File: config.mk
export PLATFORM = sky130hd
export DESIGN_NAME = regfile_mp_flat
export DESIGN_NICKNAME = d
export VERILOG_FILES = /design/src/rtl/regfile_pkg.sv /design/src/rtl/regfile_if.sv /design/src/rtl/regfile_scoreboard.sv /design/src/rtl/regfile_mp.sv /design/src/flat_wrapper.sv
export SDC_FILE = /design/constraint.sdc
export NUM_CORES = 2
export LEC_CHECK = 0
export CAP_MARGIN = 10
export CORE_MARGIN = 2
export CORE_UTILIZATION = 25
export DETAILED_ROUTE_END_ITERATION = 7
export PLACE_DENSITY = 0.42
export SLEW_MARGIN = 40
export SYNTH_ARGS = -nofsm -noshare
export SYNTH_HDL_FRONTEND = slang
export SYNTH_SLANG_ARGS = --single-unit
File: constraint.sdc
create_clock -name clk -period 47 [get_ports clk]
set_input_delay 4.7 -clock clk [delete_from_list [all_inputs] [get_ports clk]]
set_output_delay 4.7 -clock clk [all_outputs]
set_load 0.005 [all_outputs]
File: src/rtl/regfile_pkg.sv
// regfile_pkg
// Shared definitions for the multi-port register file slice.
//   DATA_W_DEF / ADDR_W_DEF / NUM_RD_DEF : default geometry
//   R0_IDX                               : index of the hardwired-zero register
//   port_lsb()                           : bit offset of port p's field inside a
//                                          flattened per-port bus
package regfile_pkg;

  localparam int DATA_W_DEF = 32;
  localparam int ADDR_W_DEF = 5;
  localparam int NUM_RD_DEF = 2;
  localparam int R0_IDX     = 0;

  // Port p's field in a flattened bus starts at p*field_w; use with "+: field_w".
  function automatic int port_lsb(input int p, input int field_w);
    return p * field_w;
  endfunction

endpackage

File: src/rtl/regfile_if.sv
// regfile_if
// Bundles the decode/writeback-facing signals of the register file.
//   master : decode + writeback side (drives write, reserve and read indices)
//   slave  : register file side (returns read data, pending bits, scoreboard)
// Per-port fields are flattened: port p uses [p*ADDR_W +: ADDR_W] of rd_addr
// and [p*DATA_W +: DATA_W] of rd_data.
interface regfile_if
  import regfile_pkg::*;
#(
  parameter int DATA_W = DATA_W_DEF,
  parameter int ADDR_W = ADDR_W_DEF,
  parameter int NUM_RD = NUM_RD_DEF
);

  localparam int NREG = 1 << ADDR_W;

  logic                     wr_en;
  logic [ADDR_W-1:0]        wr_addr;
  logic [DATA_W-1:0]        wr_data;
  logic [NUM_RD*ADDR_W-1:0] rd_addr;
  logic [NUM_RD*DATA_W-1:0] rd_data;
  logic [NUM_RD-1:0]        rd_pending;
  logic                     rsv_en;
  logic [ADDR_W-1:0]        rsv_addr;
  logic [NREG-1:0]          pend_vec;

  modport master (
    output wr_en, wr_addr, wr_data, rd_addr, rsv_en, rsv_addr,
    input  rd_data, rd_pending, pend_vec
  );

  modport slave (
    input  wr_en, wr_addr, wr_data, rd_addr, rsv_en, rsv_addr,
    output rd_data, rd_pending, pend_vec
  );

endinterface

File: src/rtl/regfile_scoreboard.sv
// regfile_scoreboard
// One pending bit per register, set by a reservation from decode and cleared
// by the completing write from writeback.
//   clk, rst  : clock, asynchronous active-high reset
//   wr_en/wr_addr   : completing write (clears pending)
//   rsv_en/rsv_addr : new producer (sets pending)
//   pend_d    : next-state scoreboard, so reads can see this edge's update
//   pend_q    : registered scoreboard (drives pend_vec)
module regfile_scoreboard
  import regfile_pkg::*;
#(
  parameter int ADDR_W = ADDR_W_DEF
) (
  input  logic                     clk,
  input  logic                     rst,
  input  logic                     wr_en,
  input  logic [ADDR_W-1:0]        wr_addr,
  input  logic                     rsv_en,
  input  logic [ADDR_W-1:0]        rsv_addr,
  output logic [(1<<ADDR_W)-1:0]   pend_d,
  output logic [(1<<ADDR_W)-1:0]   pend_q
);

  localparam logic [ADDR_W-1:0] R0_ADDR = ADDR_W'(R0_IDX);

  // Release is applied before reserve, so on a same-register collision the
  // new producer wins and the register stays pending. R0 never goes pending.
  always_comb begin
    pend_d = pend_q;
    if (wr_en) begin
      pend_d[wr_addr] = 1'b0;
    end
    if (rsv_en && (rsv_addr != R0_ADDR)) begin
      pend_d[rsv_addr] = 1'b1;
    end
    pend_d[R0_IDX] = 1'b0;
  end

  always_ff @(posedge clk or posedge rst) begin
    if (rst) begin
      pend_q <= '0;
    end else begin
      pend_q <= pend_d;
    end
  end

endmodule

File: src/rtl/regfile_mp.sv
// regfile_mp
// Parametrised register file with NUM_RD registered read ports, one write
// port, a hardwired-zero R0 and a per-register pending scoreboard.
//   clk  : rising-edge clock
//   rst  : asynchronous active-high reset (clears array, scoreboard, read regs)
//   bus  : regfile_if.slave (write, reserve, read indices in; read data,
//          read pending bits and full scoreboard out)
// Build option: define REGFILE_WR_BYPASS_EN to forward a same-edge write to
// any read port addressing the written register; otherwise such a read
// returns the value held before the write.
module regfile_mp
  import regfile_pkg::*;
#(
  parameter int DATA_W = DATA_W_DEF,
  parameter int ADDR_W = ADDR_W_DEF,
  parameter int NUM_RD = NUM_RD_DEF
) (
  input  logic     clk,
  input  logic     rst,
  regfile_if.slave bus
);

  localparam int                NREG    = 1 << ADDR_W;
  localparam logic [ADDR_W-1:0] R0_ADDR = ADDR_W'(R0_IDX);

  logic [DATA_W-1:0]        mem_q [NREG];
  logic [DATA_W-1:0]        mem_d [NREG];
  logic [NUM_RD*DATA_W-1:0] rd_data_q;
  logic [NUM_RD*DATA_W-1:0] rd_data_d;
  logic [NUM_RD-1:0]        rd_pending_q;
  logic [NUM_RD-1:0]        rd_pending_d;
  logic [NREG-1:0]          pend_d;
  logic [NREG-1:0]          pend_q;
  logic                     wr_live;
  logic [ADDR_W-1:0]        idx;

  // Writes to R0 are dropped here, so mem_q[0] stays zero forever.
  assign wr_live = bus.wr_en && (bus.wr_addr != R0_ADDR);

  regfile_scoreboard #(
    .ADDR_W (ADDR_W)
  ) u_scoreboard (
    .clk      (clk),
    .rst      (rst),
    .wr_en    (bus.wr_en),
    .wr_addr  (bus.wr_addr),
    .rsv_en   (bus.rsv_en),
    .rsv_addr (bus.rsv_addr),
    .pend_d   (pend_d),
    .pend_q   (pend_q)
  );

  always_comb begin
    for (int i = 0; i < NREG; i++) begin
      mem_d[i] = mem_q[i];
    end
    if (wr_live) begin
      mem_d[bus.wr_addr] = bus.wr_data;
    end
  end

  // Pending bits are taken from the next-state scoreboard so a read sees
  // this edge's reserve/release.
  always_comb begin
    rd_data_d    = '0;
    rd_pending_d = '0;
    idx          = '0;
    for (int p = 0; p < NUM_RD; p++) begin
      idx = bus.rd_addr[port_lsb(p, ADDR_W) +: ADDR_W];
`ifdef REGFILE_WR_BYPASS_EN
      if (wr_live && (bus.wr_addr == idx)) begin
        rd_data_d[port_lsb(p, DATA_W) +: DATA_W] = bus.wr_data;
      end else begin
        rd_data_d[port_lsb(p, DATA_W) +: DATA_W] = mem_q[idx];
      end
`else
      rd_data_d[port_lsb(p, DATA_W) +: DATA_W] = mem_q[idx];
`endif
      rd_pending_d[p] = pend_d[idx];
    end
  end

  always_ff @(posedge clk or posedge rst) begin
    if (rst) begin
      for (int i = 0; i < NREG; i++) begin
        mem_q[i] <= '0;
      end
      rd_data_q    <= '0;
      rd_pending_q <= '0;
    end else begin
      for (int i = 0; i < NREG; i++) begin
        mem_q[i] <= mem_d[i];
      end
      rd_data_q    <= rd_data_d;
      rd_pending_q <= rd_pending_d;
    end
  end

  assign bus.rd_data    = rd_data_q;
  assign bus.rd_pending = rd_pending_q;
  assign bus.pend_vec   = pend_q;

endmodule

File: src/flat_wrapper.sv
// flat-port wrapper written by rule: the top's interface ports become plain ports
module regfile_mp_flat import regfile_pkg::*;
#(
  parameter int DATA_W = DATA_W_DEF,
  parameter int ADDR_W = ADDR_W_DEF,
  parameter int NUM_RD = NUM_RD_DEF
)
  (clk, rst, bus_wr_en, bus_wr_addr, bus_wr_data, bus_rd_addr, bus_rsv_en, bus_rsv_addr, bus_rd_data, bus_rd_pending, bus_pend_vec);
  regfile_if #(.DATA_W(DATA_W), .ADDR_W(ADDR_W), .NUM_RD(NUM_RD)) bus_i ();
  input  logic clk;
  input  logic rst;
  input wire logic [$bits(bus_i.wr_en)-1:0] bus_wr_en;
  input wire logic [$bits(bus_i.wr_addr)-1:0] bus_wr_addr;
  input wire logic [$bits(bus_i.wr_data)-1:0] bus_wr_data;
  input wire logic [$bits(bus_i.rd_addr)-1:0] bus_rd_addr;
  input wire logic [$bits(bus_i.rsv_en)-1:0] bus_rsv_en;
  input wire logic [$bits(bus_i.rsv_addr)-1:0] bus_rsv_addr;
  output wire logic [$bits(bus_i.rd_data)-1:0] bus_rd_data;
  output wire logic [$bits(bus_i.rd_pending)-1:0] bus_rd_pending;
  output wire logic [$bits(bus_i.pend_vec)-1:0] bus_pend_vec;
  assign bus_i.wr_en = bus_wr_en;
  assign bus_i.wr_addr = bus_wr_addr;
  assign bus_i.wr_data = bus_wr_data;
  assign bus_i.rd_addr = bus_rd_addr;
  assign bus_i.rsv_en = bus_rsv_en;
  assign bus_i.rsv_addr = bus_rsv_addr;
  assign bus_rd_data = bus_i.rd_data;
  assign bus_rd_pending = bus_i.rd_pending;
  assign bus_pend_vec = bus_i.pend_vec;
  regfile_mp #(.DATA_W(DATA_W), .ADDR_W(ADDR_W), .NUM_RD(NUM_RD)) u_core (.clk(clk), .rst(rst), .bus(bus_i));
endmodule
## Yosys cells after proc, flatten, opt, wreduce, memory -nomap -nowiden

Index checks and enable logic that the tools add are counted.

| word-level totals | value |
|---|---|
| flip-flop bits (word level) | 1,121 |
| bits in latches | 0 |
| bits in writable memories | 0 |
| bits in read-only memories | 0 |
| input port bits | 56 |
| output and inout bits | 98 |
| logic and storage cells | 77 |
| memories | 0 |

| operators by class | value |
|---|---|
| $add $sub $neg | 0 |
| multiply operators | 0 |
| div/mod/pow operators | 0 |
| $lt $le $gt $ge | 10 |
| equality and inequality tests | 0 |
| shift-type cells | 0 |
| muxes and demuxes | 19 |
| bitwise operators | 6 |
| reduce and logical (&&, ||, !) cells | 7 |

Operators with widths:

| kind | number |
|---|---|
| 1024-bit bitwise mux | 1 |
| 32-bit binary-select mux with 5-bit select | 2 |
| 32-bit two-way mux | 7 |
| 32-bit demux with 5-bit select | 1 |
| 32-bit bitwise AND | 1 |
| 32-bit NOT | 1 |
| 32-bit bitwise OR | 1 |
| 5-bit by 6-bit < comparator with 1-bit output, second input constant | 4 |
| 6-bit greater-or-equal comparator, second input constant | 3 |
| 5-bit NOT with 6-bit output | 3 |
| 1-bit binary-select mux with 5-bit select | 2 |
| 1-bit demux with 5-bit select | 2 |
| 5-bit by 1-bit greater-or-equal comparator with 1-bit output, second input constant | 2 |
| 5-bit nonzero test | 2 |
| 6-bit by 1-bit < comparator with 1-bit output, second input constant | 1 |
| 1-bit logical AND | 5 |
| 1-bit two-way mux | 4 |

## Logic depth before layout (Yosys ltp)

| depth | value |
|---|---|
| word-level depth | 11 |
| mapped depth | 10 |
| depth with buffers taken out | 7 |

## By module

Synthesis repeated with hierarchy kept, for this count alone.

| unflattened totals | value |
|---|---|
| cells, all modules | 4,868 |
| area total of the unflattened synthesis | 59,498.3 um^2 |

Modules (own cells, without submodules):

| module | instances | cells an instance | area each (um^2) | sequential area each (um^2) |
|---|---|---|---|---|
| regfile_mp | 1 | 4,746 | 58,198.3 | 27,276.2 |
| regfile_scoreboard | 1 | 122 | 1,300.0 | 775.7 |

## Worst setup path after synthesis

No wires, ideal clock.

| timing path | value |
|---|---|
| kind | input to register |
| start | in bus_rd_addr[5] |
| end | reg u_core.rd_data_q[32] (netlist: u_core.bus.rd_data[32]) |
| library setup time | 0.125 ns |
| data arrival time | 6.624 ns |
| required time | 46.875 ns |
| setup slack | 40.251 ns |
| stages | 5 |
| buffers on the path | 2 |
| path through | buf_2 > buf_1 > mux4_2 > mux4_2 > mux2_2 |

| on the way | value |
|---|---|
| word-level cells in the longest chain between the ends | 4 |

RTL lines:

| item | line | RTL |
|---|---|---|
| start: declaration | flat_wrapper.sv:15 | `input wire logic [$bits(bus_i.rd_addr)-1:0] bus_rd_addr;` |
| 5-bit NOT with 6-bit output (implied by the code) | regfile_mp.sv:77 | `rd_data_d[port_lsb(p, DATA_W) +: DATA_W] = mem_q[idx];` |
| 32-bit binary-select mux with 5-bit select | regfile_mp.sv:77 |  |
| 32-bit two-way mux (implied by the code) (2 in series) | regfile_mp.sv:77 |  |
| named net u_core.rd_data_d[32] | regfile_mp.sv:29 | `logic [NUM_RD*DATA_W-1:0] rd_data_d;` |
| end signal: assignment | regfile_mp.sv:94 | `rd_data_q <= rd_data_d;` |
| end: declaration | regfile_mp.sv:28 | `logic [NUM_RD*DATA_W-1:0] rd_data_q;` |

The timed path passes the listed nets, and every way through them passes these cells. The select of a mux whose other input is x is not followed.
A chain may end at the register's enable or synchronous reset.

## Worst setup path in the final report

| timing path | value |
|---|---|
| start | in bus_wr_addr[2] |
| end | reg u_core.rd_pending_q[0] (netlist: u_core.bus.rd_pending[0]) |

| on the way | value |
|---|---|
| word-level cells in the longest chain between the ends | 11 |
| elaborated cells on any way between the ends | 12 |
| classes of those cells | order compare (2); mux (6); bitwise (3); reduce/logical (1) |

RTL lines:

| item | line | RTL |
|---|---|---|
| start: declaration | flat_wrapper.sv:13 | `input wire logic [$bits(bus_i.wr_addr)-1:0] bus_wr_addr;` |
| 5-bit by 6-bit < comparator with 1-bit output (implied by the code) or 5-bit by 1-bit greater-or-equal comparator with 1-bit output (tied branches) | regfile_scoreboard.sv:31 | `pend_d[wr_addr] = 1'b0;` |
| 1-bit logical AND (implied by the code) | regfile_scoreboard.sv:31 |  |
| 1-bit two-way mux (implied by the code) | regfile_scoreboard.sv:31 |  |
| 1-bit demux with 5-bit select * | regfile_scoreboard.sv:31 |  |
| 32-bit NOT (no source line) * | n/a |  |
| 32-bit bitwise AND (no source line) * | n/a |  |
| 32-bit two-way mux * | regfile_scoreboard.sv:30 | `if (wr_en) begin` |
| 32-bit bitwise OR (no source line) | n/a |  |
| 32-bit two-way mux * | regfile_scoreboard.sv:33 | `if (rsv_en && (rsv_addr != R0_ADDR)) begin` |
| named net u_core.pend_d[16] | regfile_mp.sv:32 | `logic [NREG-1:0] pend_d;` |
| 1-bit binary-select mux with 5-bit select * | regfile_mp.sv:79 | `rd_pending_d[p] = pend_d[idx];` |
| 1-bit two-way mux (implied by the code) * | regfile_mp.sv:79 |  |
| named net u_core.rd_pending_d[0] | regfile_mp.sv:31 | `logic [NUM_RD-1:0] rd_pending_d;` |
| end signal: assignment | regfile_mp.sv:95 | `rd_pending_q <= rd_pending_d;` |
| end: declaration | regfile_mp.sv:30 | `logic [NUM_RD-1:0] rd_pending_q;` |

The timed path passes the listed nets; every way through them passes the cells marked *. The select of a mux whose other input is x is not followed.

==> impl_metrics.tcl <==
set metrics [dict create \
    status "finished clean" \
    worst_slew_pin_slew_ns 0.8828 \
    die-area_sq_mm 0.2325 \
    crit_path_start "bus_wr_addr[2]" \
    cp_cell_sequence "clkdlybuf4s50_1 > and4bb_2 > nand2_4 > buf_4 > a22o_1 > o311ai_0 > a21oi_1 > a311oi_1 > o21ai_1" \
    grt_pass1_vias 35510 \
    hold_buffers 0 \
    synth_area_sq_mm 0.05715 \
    dr.pass1.iters 5 \
    grt_max_degree 141 \
    drive_gt1_frac 0.5875 \
    synth_area_per_cell_sq_um 16.64 \
    cpMaxStageDelayCell "clkdlybuf4s50_1" \
    max-slew-margin-rel 0.4114 \
    worstPathMaxFanout 18 \
    ir_drop_mv 0.03565 \
    placementRows 175 \
    detail_route.vias_per_cell 5.042 \
    vias 33020 \
    r2r_start "u_core.u_scoreboard.pend_q[11]" \
    layout_common_cells "dfrtp_1 (1121), mux2_2 (1033), mux4_2 (647), clkbuf_16 (145), clkdlybuf4s50_1 (111)" \
    die_y_um 482.1 \
    yosysWarnings 0 \
    clk_pin_slew_ns 0.06 \
    syn-num-nets 3490 \
    maxCapViolCount 0 \
    dp_hpwl_um 112300 \
    syn-instance-count 3434 \
    ys_seq_elements 1121 \
    clockRootBuffer "clkbuf_16" \
    tns_ns 0 \
    antenna_found_initial 17 \
    grt_pass1_wl_um 286700 \
    clockBufferDepth 3 \
    pin_count 154 \
    fmax_ghz 0.1359 \
    hp-start "u_core.mem_q[998]" \
    synth-edff-count 0 \
    grt_use_total 0.1729 \
    drv_slew 0 \
    reg2reg_slack_ns 44.94 \
    start_util 0.2515 \
    fill_cells 22560 \
    rsz0062_at_grt "false" \
    h-tree-depth 4 \
    numCtsBuffers 140 \
    routedWlPerCell_um 30.48 \
    cp.required_ns 47.62 \
    ant_nets 0 \
    total_power_mw 2.973 \
    overflow 0 \
    portBuffers 152 \
    clk_latency_ns 0.77 \
    drt-initial-drc-count 1874 \
    clock-sinks 1121 \
    drcViolationCount 0 \
    ctsResizeCount 0 \
    final_core_util 0.2938 \
    cp_slowest_stage_delay_ns 0.55 \
    worst_setup_path_end_kind "flip-flop" \
    async_reset_ff_frac 1.000 \
    path_delay_family "compound AO/OA/AOI/OAI gates" \
    final_common_cell "dfrtp_1" \
    post-route-period-util 0.1566 \
    setup_viol 0 \
    gp_congestion 0.7164 \
    core-area_sq_mm 0.2273 \
    hold_class "flip-flop to flip-flop" \
    hold_violations 0 \
    critPathLaunchType "primary input" \
    powerDensity_mw_per_mm2 44.53 \
    areaGrowthSynthToFinish_pct 16.82 \
    multi_input_area_sq_mm 0.02772 \
    seqCellArea_sq_mm 0.02805 \
    routed_wl_um 199600 \
    crit_buf_inv 2 \
    postCtsSetupRepairBufs 0 \
    cts_tree "yes" \
    synth_cell_type_count 46 \
    crit_type "primary input to flip-flop" \
    min_period_ns 7.360 \
    cp.arrival_ns 7.98 \
    skew_ns 0.02328 \
    ys.flop_type "dfrtp_1" \
    yosysSeqAreaShare 0.4908 \
    fin_nets 3487 \
    dieWidth_um 482.1 \
    leakagePower_nw 28.43 \
]
[worst reg2reg max path: stages (launching register included)]
cell       delay [ns]
dfrtp_1          0.53
a22o_1           0.31
mux2_2           0.29
mux4_2           0.49
o2111ai_1        0.22
o21ai_1          0.09
[registers in the layout, indices dropped and copies added (netlist names)]
name	flops
u_core.bus.rd_pending	2
u_core.u_scoreboard.pend_q	31
u_core.bus.rd_data	64
u_core.mem_q	1024
[Yosys cell counts, types with 2 or more instances]
cell	count	area share
a21oi_1	5	0.00044
a221o_1	4	0.00070
a22o_1	20	0.0031
a22oi_1	10	0.0013
and2_1	2	0.00022
and3_1	2	0.00022
and3b_1	2	0.00031
and4b_1	3	0.00053
and4bb_2	2	0.00044
buf_1	99	0.0065
buf_2	61	0.0053
buf_4	2	0.00026
clkbuf_1	229	0.015
dfrtp_1	1121	0.49
inv_1	13	0.00085
inv_2	2	0.00013
mux2_2	1033	0.20
mux2i_1	11	0.0019
mux4_2	647	0.25
nand2_1	115	0.0076
nand2_2	6	0.00066
nand2b_1	2	0.00022
nor2_1	10	0.00066
nor2b_1	3	0.00033
nor3b_1	3	0.00039
o2111ai_1	2	0.00031
o211a_1	2	0.00035
o21ai_0	4	0.00035
o22ai_1	2	0.00022
[final cells by class]
| type | count | share of cell area |
|---|---|---|
| timing repair buffer | 246 | 0.03802 |
| sequential | 1121 | 0.4202 |
| tap | 3009 | 0.05639 |
| clock buffer | 203 | 0.06241 |
| antenna | 2 | 0.00007496 |
| multi-input combinational | 1907 | 0.4151 |
| inverter | 15 | 0.001143 |
| clock inverter | 45 | 0.006653 |
[cells by family (layout without fill, tap and decap cells)]
kind of cell           Yosys count  in the layout  synth area share
and+or+nand+nor                159            159           0.01283
AOI/OAI and AO/OA               56             56          0.007750
DFF                           1121           1121            0.4908
other                            1              3        0.00006561
muxes                         1691           1691            0.4604
buffers and inverters          406            509           0.02813
[final timing paths]
check                                                end  cells past startpoint
worst max-delay path            u_core.bus.rd_pending[0]                      9
worst min-delay path                   u_core.mem_q[998]                      0
worst max register to register  u_core.bus.rd_pending[0]                      5
worst min register to register         u_core.mem_q[998]                      0
max in group asynchronous              u_core.mem_q[101]                      7
min in group asynchronous              u_core.mem_q[126]                      2
[metal layers]
metal | GRT usage | vias to the layer above | part of all wire
li1 | - | 13420 | -
met1 | 0.2322 | 18690 | 0.44
met2 | 0.2934 | 662 | 0.50
met5 | 0 | - | 0.00034
met3 | 0.02638 | 237 | 0.036
met4 | 0.03961 | 12 | 0.021
[power breakdown]
part | internal [mW] | switching (mW) | leakage, nW
Clock | 0.652 | 0.439 | 2.30
Combinational | 0.376 | 0.209 | 11.8
Sequential | 1.15 | 0.142 | 14.4
[per-stage QoR]
step | cells | worst slack, ns | cell area, sq um | hold slack, ns
2_1_floorplan | 3434 | 10.73 | 57150 | 0.4413
3_3_place_gp | 6280 | 37.60 | 61760 | 0.3774
3_5_place_dp | 6294 | 38.10 | 62030 | 0.3833
4_1_cts | 6542 | 38.92 | 66650 | 0.3959
5_1_grt | 6547 | 39.37 | 66760 | 0.4084
6_report | 6548 | 39.64 | 66760 | 0.3928
Power figures use the tool's default switching activity.
